`src/rtl/spi_txn_arbiter.sv`:
```
// Round-robin arbiter sharing one SPI link among NREQ requesters; optional WAIT timeout via SPI_ARB_TIMEOUT_EN.
// Grant 1 cycle after req in IDLE; ack 1 cycle after the first registered rise of spi_done in WAIT; req is held until own ack.
module spi_txn_arbiter #(
  parameter int NREQ      = 4,
  parameter int DW        = 12,
  parameter int NEWD_HOLD = 48,
  parameter int TIMEOUT   = 1024
) (
  input  logic               clk,
  input  logic               rst,
  input  logic [NREQ-1:0]    req,
  input  logic [NREQ*DW-1:0] wdata,
  output logic [NREQ-1:0]    gnt,
  output logic [NREQ-1:0]    ack,
  output logic [DW-1:0]      rdata,
  output logic               busy,
  output logic               err,
  output logic               spi_newd,
  output logic [DW-1:0]      spi_din,
  input  logic               spi_done,
  input  logic [DW-1:0]      spi_dout
);

  localparam int IW = (NREQ > 1) ? $clog2(NREQ) : 1;
  localparam int HW = $clog2(NEWD_HOLD + 1);

  localparam logic [1:0] S_IDLE   = 2'd0;
  localparam logic [1:0] S_LAUNCH = 2'd1;
  localparam logic [1:0] S_WAIT   = 2'd2;
  localparam logic [1:0] S_ACK    = 2'd3;

  logic [1:0]      state_q, state_d;
  logic [IW-1:0]   rr_q, rr_d;
  logic [IW-1:0]   idx_q, idx_d;
  logic [NREQ-1:0] gnt_q, gnt_d;
  logic [NREQ-1:0] ack_q, ack_d;
  logic [DW-1:0]   rdata_q, rdata_d;
  logic [DW-1:0]   din_q, din_d;
  logic            newd_q, newd_d;
  logic            done_q, done_d;
  logic [HW-1:0]   hold_q, hold_d;
  logic            edge_det;

`ifdef SPI_ARB_TIMEOUT_EN
  localparam int TW = $clog2(TIMEOUT + 1);
  logic [TW-1:0]   wcnt_q, wcnt_d;
  logic            err_q, err_d;
`endif

  // Rotated priority: lowest requester at or above rr wins, else lowest overall.
  logic            pick_vld, hit_hi;
  logic [IW-1:0]   pick_idx, hi_idx, lo_idx;
  logic [DW-1:0]   pick_word;

  always_comb begin
    pick_vld  = 1'b0;
    hit_hi    = 1'b0;
    hi_idx    = '0;
    lo_idx    = '0;
    pick_word = '0;
    for (int j = NREQ - 1; j >= 0; j--) begin
      if (req[j]) begin
        pick_vld = 1'b1;
        lo_idx   = IW'(j);
        if (IW'(j) >= rr_q) begin
          hit_hi = 1'b1;
          hi_idx = IW'(j);
        end
      end
    end
    pick_idx = hit_hi ? hi_idx : lo_idx;
    for (int j = 0; j < NREQ; j++) begin
      if (IW'(j) == pick_idx) pick_word = wdata[j*DW +: DW];
    end
  end

  // done_q tracks spi_done every cycle so a level already high at WAIT entry is not an edge.
  assign done_d   = spi_done;
  assign edge_det = spi_done & ~done_q;

  always_comb begin
    state_d = state_q;
    rr_d    = rr_q;
    idx_d   = idx_q;
    gnt_d   = gnt_q;
    ack_d   = '0;
    rdata_d = rdata_q;
    din_d   = din_q;
    newd_d  = newd_q;
    hold_d  = hold_q;
`ifdef SPI_ARB_TIMEOUT_EN
    wcnt_d  = wcnt_q;
    err_d   = 1'b0;
`endif
    case (state_q)
      S_IDLE: begin
        if (pick_vld) begin
          idx_d   = pick_idx;
          din_d   = pick_word;
          gnt_d   = NREQ'(1) << pick_idx;
          newd_d  = 1'b1;
          hold_d  = '0;
          state_d = S_LAUNCH;
        end
      end
      S_LAUNCH: begin
        if (hold_q == HW'(NEWD_HOLD - 1)) begin
          newd_d  = 1'b0;
          state_d = S_WAIT;
`ifdef SPI_ARB_TIMEOUT_EN
          wcnt_d  = '0;
`endif
        end else begin
          hold_d = hold_q + 1'b1;
        end
      end
      S_WAIT: begin
        if (edge_det) begin
          ack_d   = gnt_q;
          rdata_d = spi_dout;
          state_d = S_ACK;
        end
`ifdef SPI_ARB_TIMEOUT_EN
        else if (wcnt_q == TW'(TIMEOUT - 1)) begin
          ack_d   = gnt_q;
          err_d   = 1'b1;
          state_d = S_ACK;
        end else begin
          wcnt_d = wcnt_q + 1'b1;
        end
`endif
      end
      S_ACK: begin
        gnt_d   = '0;
        rr_d    = (idx_q == IW'(NREQ - 1)) ? '0 : idx_q + 1'b1;
        state_d = S_IDLE;
      end
      default: state_d = S_IDLE;
    endcase
  end

  always_ff @(posedge clk) begin
    if (rst) begin
      state_q <= S_IDLE;
      rr_q    <= '0;
      idx_q   <= '0;
      gnt_q   <= '0;
      ack_q   <= '0;
      rdata_q <= '0;
      din_q   <= '0;
      newd_q  <= 1'b0;
      done_q  <= 1'b0;
      hold_q  <= '0;
`ifdef SPI_ARB_TIMEOUT_EN
      wcnt_q  <= '0;
      err_q   <= 1'b0;
`endif
    end else begin
      state_q <= state_d;
      rr_q    <= rr_d;
      idx_q   <= idx_d;
      gnt_q   <= gnt_d;
      ack_q   <= ack_d;
      rdata_q <= rdata_d;
      din_q   <= din_d;
      newd_q  <= newd_d;
      done_q  <= done_d;
      hold_q  <= hold_d;
`ifdef SPI_ARB_TIMEOUT_EN
      wcnt_q  <= wcnt_d;
      err_q   <= err_d;
`endif
    end
  end

  assign gnt      = gnt_q;
  assign ack      = ack_q;
  assign rdata    = rdata_q;
  assign busy     = (state_q != S_IDLE);
  assign spi_newd = newd_q;
  assign spi_din  = din_q;
`ifdef SPI_ARB_TIMEOUT_EN
  assign err      = err_q;
`else
  assign err      = 1'b0;
`endif

endmodule
```
`config.mk`:
```
export PLATFORM = sky130hd
export DESIGN_NAME = spi_txn_arbiter
export DESIGN_NICKNAME = d
export VERILOG_FILES = /design/src/rtl/spi_txn_arbiter.sv
export SDC_FILE = /design/constraint.sdc
export NUM_CORES = 1
export LEC_CHECK = 0
export ABC_CLOCK_PERIOD_IN_PS = 3060
export BUFFER_PORTS_ARGS = -buffer_cell sky130_fd_sc_hd__buf_2
export CAP_MARGIN = 20
export CORE_MARGIN = 8
export CORE_UTILIZATION = 50
export DETAILED_ROUTE_END_ITERATION = 10
export GPL_ROUTABILITY_DRIVEN = 0
export HOLD_SLACK_MARGIN = 0.03
export PLACE_DENSITY = 0.88
export SETUP_SLACK_MARGIN = 0.05
export SYNTH_ARGS = -nofsm -noshare
export SYNTH_HDL_FRONTEND = slang
export SYNTH_SLANG_ARGS = --single-unit
```
`constraint.sdc`:
```
create_clock -name clk -period 3.06 [get_ports clk]
set_input_delay 0.459 -clock clk [delete_from_list [all_inputs] [get_ports clk]]
set_output_delay 0.459 -clock clk [all_outputs]
set_load 0.03 [all_outputs]
```
==> results of run 1 <==
worst paths after layout:
path / slack [ns] / to / from
min reg2reg: 0.45 / rdata[6] / rdata[6]
max reg2reg: 0.89 / spi_din[2] / rr_q[1]
max: 0.89 / spi_din[2] / rr_q[1]
min: 0.40 / rdata[9] / spi_dout[9]
cell type report:
type	count	share of cell area
Tap cell	54	0.0230
Inverter	19	0.0243
Clock buffer	6	0.0281
Sequential cell	46	0.313
Multi-Input combinational cell	189	0.436
Timing Repair Buffer	102	0.175
cells in the mapped netlist, types with 2 or more instances:
cell type,count
inv_1,19
o221ai_1,5
buf_2,8
nand3_1,6
xor2_1,4
nand2_1,42
a21oi_1,19
dfxtp_1,46
and2b_4,2
or2_1,2
o21ai_0,4
buf_6,2
and3_1,2
o221ai_2,8
nand4_1,2
a211oi_1,2
nand2b_1,6
mux2i_1,4
o21a_1,2
buf_4,2
nor3_1,2
and2_1,4
clkbuf_1,5
nand3b_1,2
ha_1,7
nor2_1,22
a32o_1,11
o22a_1,11
o21ai_2,2
a32oi_1,2
worst min-delay path: stages:
cell	delay, ns
buf_2	0.09
nand2_1	0.05
a21oi_1	0.05
flip-flops by register name (all words and copies together), names as in the netlist:
signal / cells
gnt: 4
done_q: 1
idx_q: 2
hold_q: 6
rdata: 12
spi_newd: 1
ack: 4
state_q: 2
spi_din: 12
rr_q: 2
kinds of logic after synthesis:
logic type / synth area share
mux: 0.0167
fa+ha+maj: 0.0366
simple gates: 0.199
compound gates: 0.267
other cells: 0.00157
xor+xnor: 0.0147
buf+inv: 0.0785
flops: 0.385
where the power goes:
group | internal (W) | switching (W) | leakage [nW]
Sequential | 0.000709 | 0.0000716 | 0.375
Combinational | 0.000299 | 0.000536 | 0.951
Clock | 0.000174 | 0.000185 | 0.0431
layer usage:
metal / global-route usage / vias up
met5: 0 / -
met3: 0.0454 / 6
met4: 0.0437 / 0
li1: - / 1140
met2: 0.317 / 78
met1: 0.194 / 1094
stage by stage:
stage               instances  area [µm²]
finish                    416        2940
detailed placement        410        2860
floorplan                 272        2390
CTS                       416        2940
global placement          410        2860
global route              416        2940
layout by cell type (no fill, tap or decap), drive strengths merged, types with 6 or more instances in the layout:
cell    netlist  routed
buf          13     102
o221ai       13      13
nor2         22      22
a32o         11      11
nand2        43      43
a21oi        19      19
clkbuf        5       6
inv          19      19
nand3         6       6
o22a         11      11
ha            7       7
dfxtp        46      46
o21ai         7       7
nand2b        6       6
==> flow_metrics.env, run 1 <==
export IMPL_crit_path_time_final_ns=2.17
export IMPL_vias_per_cell=5.57
export IMPL_finalSetupViolations=0
export IMPL_finClkSkew_ns=0.00628
export IMPL_nFillCells=383
export IMPL_cts_hold_buffers_added=0
export IMPL_highest_layer="met4"
export IMPL_worst_pin_slew_ns=1.27
export IMPL_static_leakage_nw=1.37
export IMPL_multi_input_area_um2=1280
export IMPL_finalHoldWorstSlack_ns=0.403
export IMPL_routed_wl_met3_um=350
export IMPL_synth_area_top_cells="dfxtp_1 39%, nand2_1 6.6%, o221ai_2 5.0%"
export IMPL_rsz_0062_raised_after_global_routing="false"
export IMPL_port_buffers=100
export IMPL_crit_path_start_kind="register"
export IMPL_grt_total_usage=0.174
export IMPL_yosysWarnings=0
export IMPL_synth_largest_area_cell="dfxtp_1"
export IMPL_syn_instance_count=272
export IMPL_ff2ff_path_depth=5
export IMPL_setup_ws_ns=0.886
export IMPL_clk_path_buf_depth=2
export IMPL_synth_ff_latch_count=46
export IMPL_outcome="finished clean"
export IMPL_powerDensity_nw_per_um2=671
export IMPL_cpLargestDelayFamily="compound AO/OA/AOI/OAI gates"
export IMPL_drt_total_wl_um=6590
export IMPL_timing_critical_path_cells="inv_1 -> a21oi_1 -> o221ai_1 -> o22a_1 -> a32o_1"
export IMPL_required_ns=3.24
export IMPL_pin_count_of_the_biggest_net_entering_global_routing=31
export IMPL_cts_root_buf="clkbuf_8"
export IMPL_num_vias=2318
export IMPL_grt_pass1_wl_um=10500
export IMPL_synth_cell_types=47
export IMPL_synth_enable_flop_cells=0
export IMPL_layout_drive_gt1_share=0.348
export IMPL_pin_count=102
export IMPL_syn2layout_area_growth_pct=23.0
export IMPL_min_path_cells=3
export IMPL_ys_flop_type="dfxtp_1"
export IMPL_cts_clk_pin_slew_worst_paths_ns=0.08
export IMPL_globalRouteOverflowTotal=0
export IMPL_row_count=25
export IMPL_detail_route_wl_per_cell_um=15.8
export IMPL_crit_path_max_incr_delay_ns=0.56
export IMPL_end_kind="register"
export IMPL_clkSinkCount=46
export IMPL_timing_setup_critical_path_class="reg2reg"
export IMPL_drt_first_iter_violations=201
export IMPL_cts_setup_buffers=0
export IMPL_dp_hpwl_um=5050
export IMPL_irDropWorstVdd_uv=346
export IMPL_synth_async_sr_flop_share=0
export IMPL_avg_cell_area_syn_um2=8.79
export IMPL_fmax_mhz=460
export IMPL_worst_path_buf_inv=1
export IMPL_tritoncts_num_buffers=5
export IMPL_report_power_total_w=0.00197
export IMPL_tns_setup_ns=0
export IMPL_cap_viol_max_count=0
export IMPL_final_net_count=437
export IMPL_initial_antenna_violation_count=0
export IMPL_synth_sequential_area_ratio=0.385
export IMPL_timing_final_hold_violations=0
export IMPL_synth_nets=346
export IMPL_worst_path_stages=5
export IMPL_finished_core_util=0.631
export IMPL_detailedPlace_worstSlack_ns=0.725
export IMPL_die_x_um=85.2
export IMPL_ant_nets=0
export IMPL_ctsHtreeMaxLevel=2
export IMPL_drc_violation_count_after_routing=0
export IMPL_slew_violations=0
export IMPL_fp_dieH_um=85.2
export IMPL_slowest_stage="o221ai_1"
export IMPL_ctsResizeCount=0
export IMPL_n_antenna_cell=0
export IMPL_min_period_over_period=0.710
export IMPL_core_area_um2=4660
export IMPL_holdCritPathClass="in2reg"
export IMPL_die_area_um2=7250
export IMPL_layout_area_seq_um2=921
export IMPL_max_slew_margin_rel=0.154
export IMPL_routed_wl_met2_um=3400
export IMPL_skew_pair_late_insertion_delay_ns=0.29
export IMPL_floorplan_initialDensity=0.513
export IMPL_detailedRoute_firstPassIterationCount=4
export IMPL_critical_path_arrival_ns=2.36
export IMPL_cts_tree="done"
export IMPL_cp_max_fo=13
export IMPL_synthDominantCellAreaShare=0.385
export IMPL_first_global_vias=2185
export IMPL_netlist_area_um2=2390
export IMPL_met1_length_um=2770
Power figures use the tool's default switching activity.
==> inputs of run 2 (changes only) <==
--- a/config.mk
+++ b/config.mk
@@ -5,15 +5,15 @@
 export SDC_FILE = /design/constraint.sdc
 export NUM_CORES = 1
 export LEC_CHECK = 0
-export ABC_CLOCK_PERIOD_IN_PS = 3060
+export ABC_CLOCK_PERIOD_IN_PS = 2280
 export BUFFER_PORTS_ARGS = -buffer_cell sky130_fd_sc_hd__buf_2
 export CAP_MARGIN = 20
 export CORE_MARGIN = 8
-export CORE_UTILIZATION = 50
+export CORE_UTILIZATION = 48
 export DETAILED_ROUTE_END_ITERATION = 10
 export GPL_ROUTABILITY_DRIVEN = 0
 export HOLD_SLACK_MARGIN = 0.03
-export PLACE_DENSITY = 0.88
+export PLACE_DENSITY = 0.85
 export SETUP_SLACK_MARGIN = 0.05
 export SYNTH_ARGS = -nofsm -noshare
 export SYNTH_HDL_FRONTEND = slang
==> constraint.sdc (replaced) <==
create_clock -name clk -period 2.28 [get_ports clk]
set_input_delay 0.342 -clock clk [delete_from_list [all_inputs] [get_ports clk]]
set_output_delay 0.342 -clock clk [all_outputs]
set_load 0.03 [all_outputs]
==> flow_metrics.env, run 2 (synthesis gave the netlist of run 1 again) <==
export IMPL_tns_setup_ns=0
export IMPL_cts_hold_buffers_added=0
export IMPL_rsz_0062_raised_after_global_routing="false"
export IMPL_cpLargestDelayFamily="compound AO/OA/AOI/OAI gates"
export IMPL_syn2layout_area_growth_pct=27.0
export IMPL_finalHoldWorstSlack_ns=0.260
export IMPL_tritoncts_num_buffers=5
export IMPL_timing_critical_path_cells="nand2_2 -> a211oi_2 -> or2_1 -> o221ai_1 -> a32o_1"
export IMPL_timing_final_hold_violations=0
export IMPL_ctsResizeCount=0
export IMPL_pin_count_of_the_biggest_net_entering_global_routing=27
export IMPL_crit_path_start_kind="register"
export IMPL_end_kind="register"
export IMPL_first_global_vias=2359
export IMPL_n_antenna_cell=0
export IMPL_cts_tree="done"
export IMPL_crit_path_max_incr_delay_ns=0.56
export IMPL_static_leakage_nw=1.41
export IMPL_finalNonFillerCells=438
export IMPL_required_ns=2.48
export IMPL_floorplan_initialDensity=0.503
export IMPL_drt_first_iter_violations=160
export IMPL_num_vias=2369
export IMPL_row_count=25
export IMPL_fmax_mhz=472
export IMPL_critical_path_arrival_ns=2.31
export IMPL_final_area_um2=3040
export IMPL_finalSetupViolations=0
export IMPL_max_slew_margin_rel=0.571
export IMPL_most_frequent_standard_cell_in_the_layout_excluding_fill_and_tap_cells="buf_2"
export IMPL_vias_per_cell=5.41
export IMPL_cp_max_fo=14
export IMPL_layout_drive_gt1_share=0.361
export IMPL_fp_dieH_um=86.6
export IMPL_min_period_over_period=0.929
export IMPL_cts_clk_pin_slew_worst_paths_ns=0.09
export IMPL_commonest_cells_after_routing_fill_and_taps_aside="100 x buf_2, 46 x dfxtp_1, 42 x nand2_1"
export IMPL_finished_core_util=0.639
export IMPL_detailedRoute_firstPassIterationCount=4
export IMPL_dp_hpwl_um=5320
export IMPL_die_area_um2=7500
export IMPL_cts_root_buf="clkbuf_8"
export IMPL_die_x_um=86.6
export IMPL_core_area_um2=4750
export IMPL_port_buffers=100
export IMPL_powerDensity_nw_per_um2=932
export IMPL_drt_total_wl_um=6920
export IMPL_worst_pin_slew_ns=0.644
export IMPL_finClkSkew_ns=0.00463
export IMPL_drc_violation_count_after_routing=0
export IMPL_nFillCells=392
export IMPL_clkSinkCount=46
export IMPL_initial_antenna_violation_count=0
export IMPL_outcome="finished clean"
export IMPL_holdCritPathClass="in2reg"
export IMPL_worst_path_buf_inv=0
export IMPL_grt_total_usage=0.178
export IMPL_ctsHtreeMaxLevel=2
export IMPL_detail_route_wl_per_cell_um=15.8
export IMPL_grt_pass1_wl_um=10800
export IMPL_slew_violations=0
export IMPL_slowest_stage="or2_1"
export IMPL_ant_nets=0
export IMPL_placed_cell_area_um2=2930
export IMPL_globalRouteOverflowTotal=0
export IMPL_crit_path_time_final_ns=2.12
export IMPL_irDropWorstVdd_uv=420
export IMPL_timing_setup_critical_path_class="reg2reg"
export IMPL_clk_path_buf_depth=2
export IMPL_cap_viol_max_count=0
export IMPL_skew_pair_late_insertion_delay_ns=0.30
export IMPL_final_net_count=444
export IMPL_cts_setup_buffers=0
export IMPL_dpl_cell_count=430
export IMPL_pin_count=102
## run 2: cell types whose count changed in the layout (fill, tap and decap cells not counted)
| cell | before | now |
|---|---|---|
| bufinv_16 | 0 | 1 |
| clkinvlp_4 | 0 | 1 |
| clkbuf_1 | 0 | 1 |
| buf_4 | 2 | 9 |
| clkbuf_8 | 6 | 5 |
## run 2: layout make-up
cell class | instances | area (µm²) | share of cell area
clock buffer | 6 | 72.6 | 0.0239
clock inverter | 2 | 37.5 | 0.0124
inverter | 19 | 71.3 | 0.0235
multi-input combinational | 189 | 1280 | 0.422
sequential | 46 | 921 | 0.303
tap | 67 | 83.8 | 0.0276
timing repair buffer | 109 | 568 | 0.187
## run 2: path summary, 6_finish.rpt
path,start,to,slack [ns],cells after the start
hold reg to reg,rdata[1],rdata[1],0.46,2
setup reg to reg,rr_q[1],spi_din[4],0.16,5
hold / removal,rst,gnt[1],0.26,2
setup / recovery,rr_q[1],spi_din[4],0.16,5
## run 2: per-stage QoR
stage | setup slack (ns) | power, W
after detailed placement | 0.156 | 0.00223
final | 0.163 | 0.00283
after global routing | 0.0650 | 0.00296
after global placement | 0.227 | 0.00219
after CTS | 0.164 | 0.00283
after floorplan | 0.650 | 0.00188
## run 2: where the power goes
| group | switching [W] | total (W) | internal (W) | leakage (nW) |
|---|---|---|---|---|
| clock network | 0.000279 | 0.000606 | 0.000327 | 0.0514 |
| logic | 0.000741 | 0.00118 | 0.000438 | 0.985 |
| registers | 0.0000935 | 0.00104 | 0.000951 | 0.375 |
| total | 0.00111 | 0.00283 | 0.00172 | 1.41 |
## run 2: layer usage
metal	track usage	share of wire	vias to the layer above
met5	0	0	-
met4	0.0814	0.031	0
met3	0.0520	0.063	21
met2	0.324	0.52	79
met1	0.182	0.39	1114
li1	-	-	1155
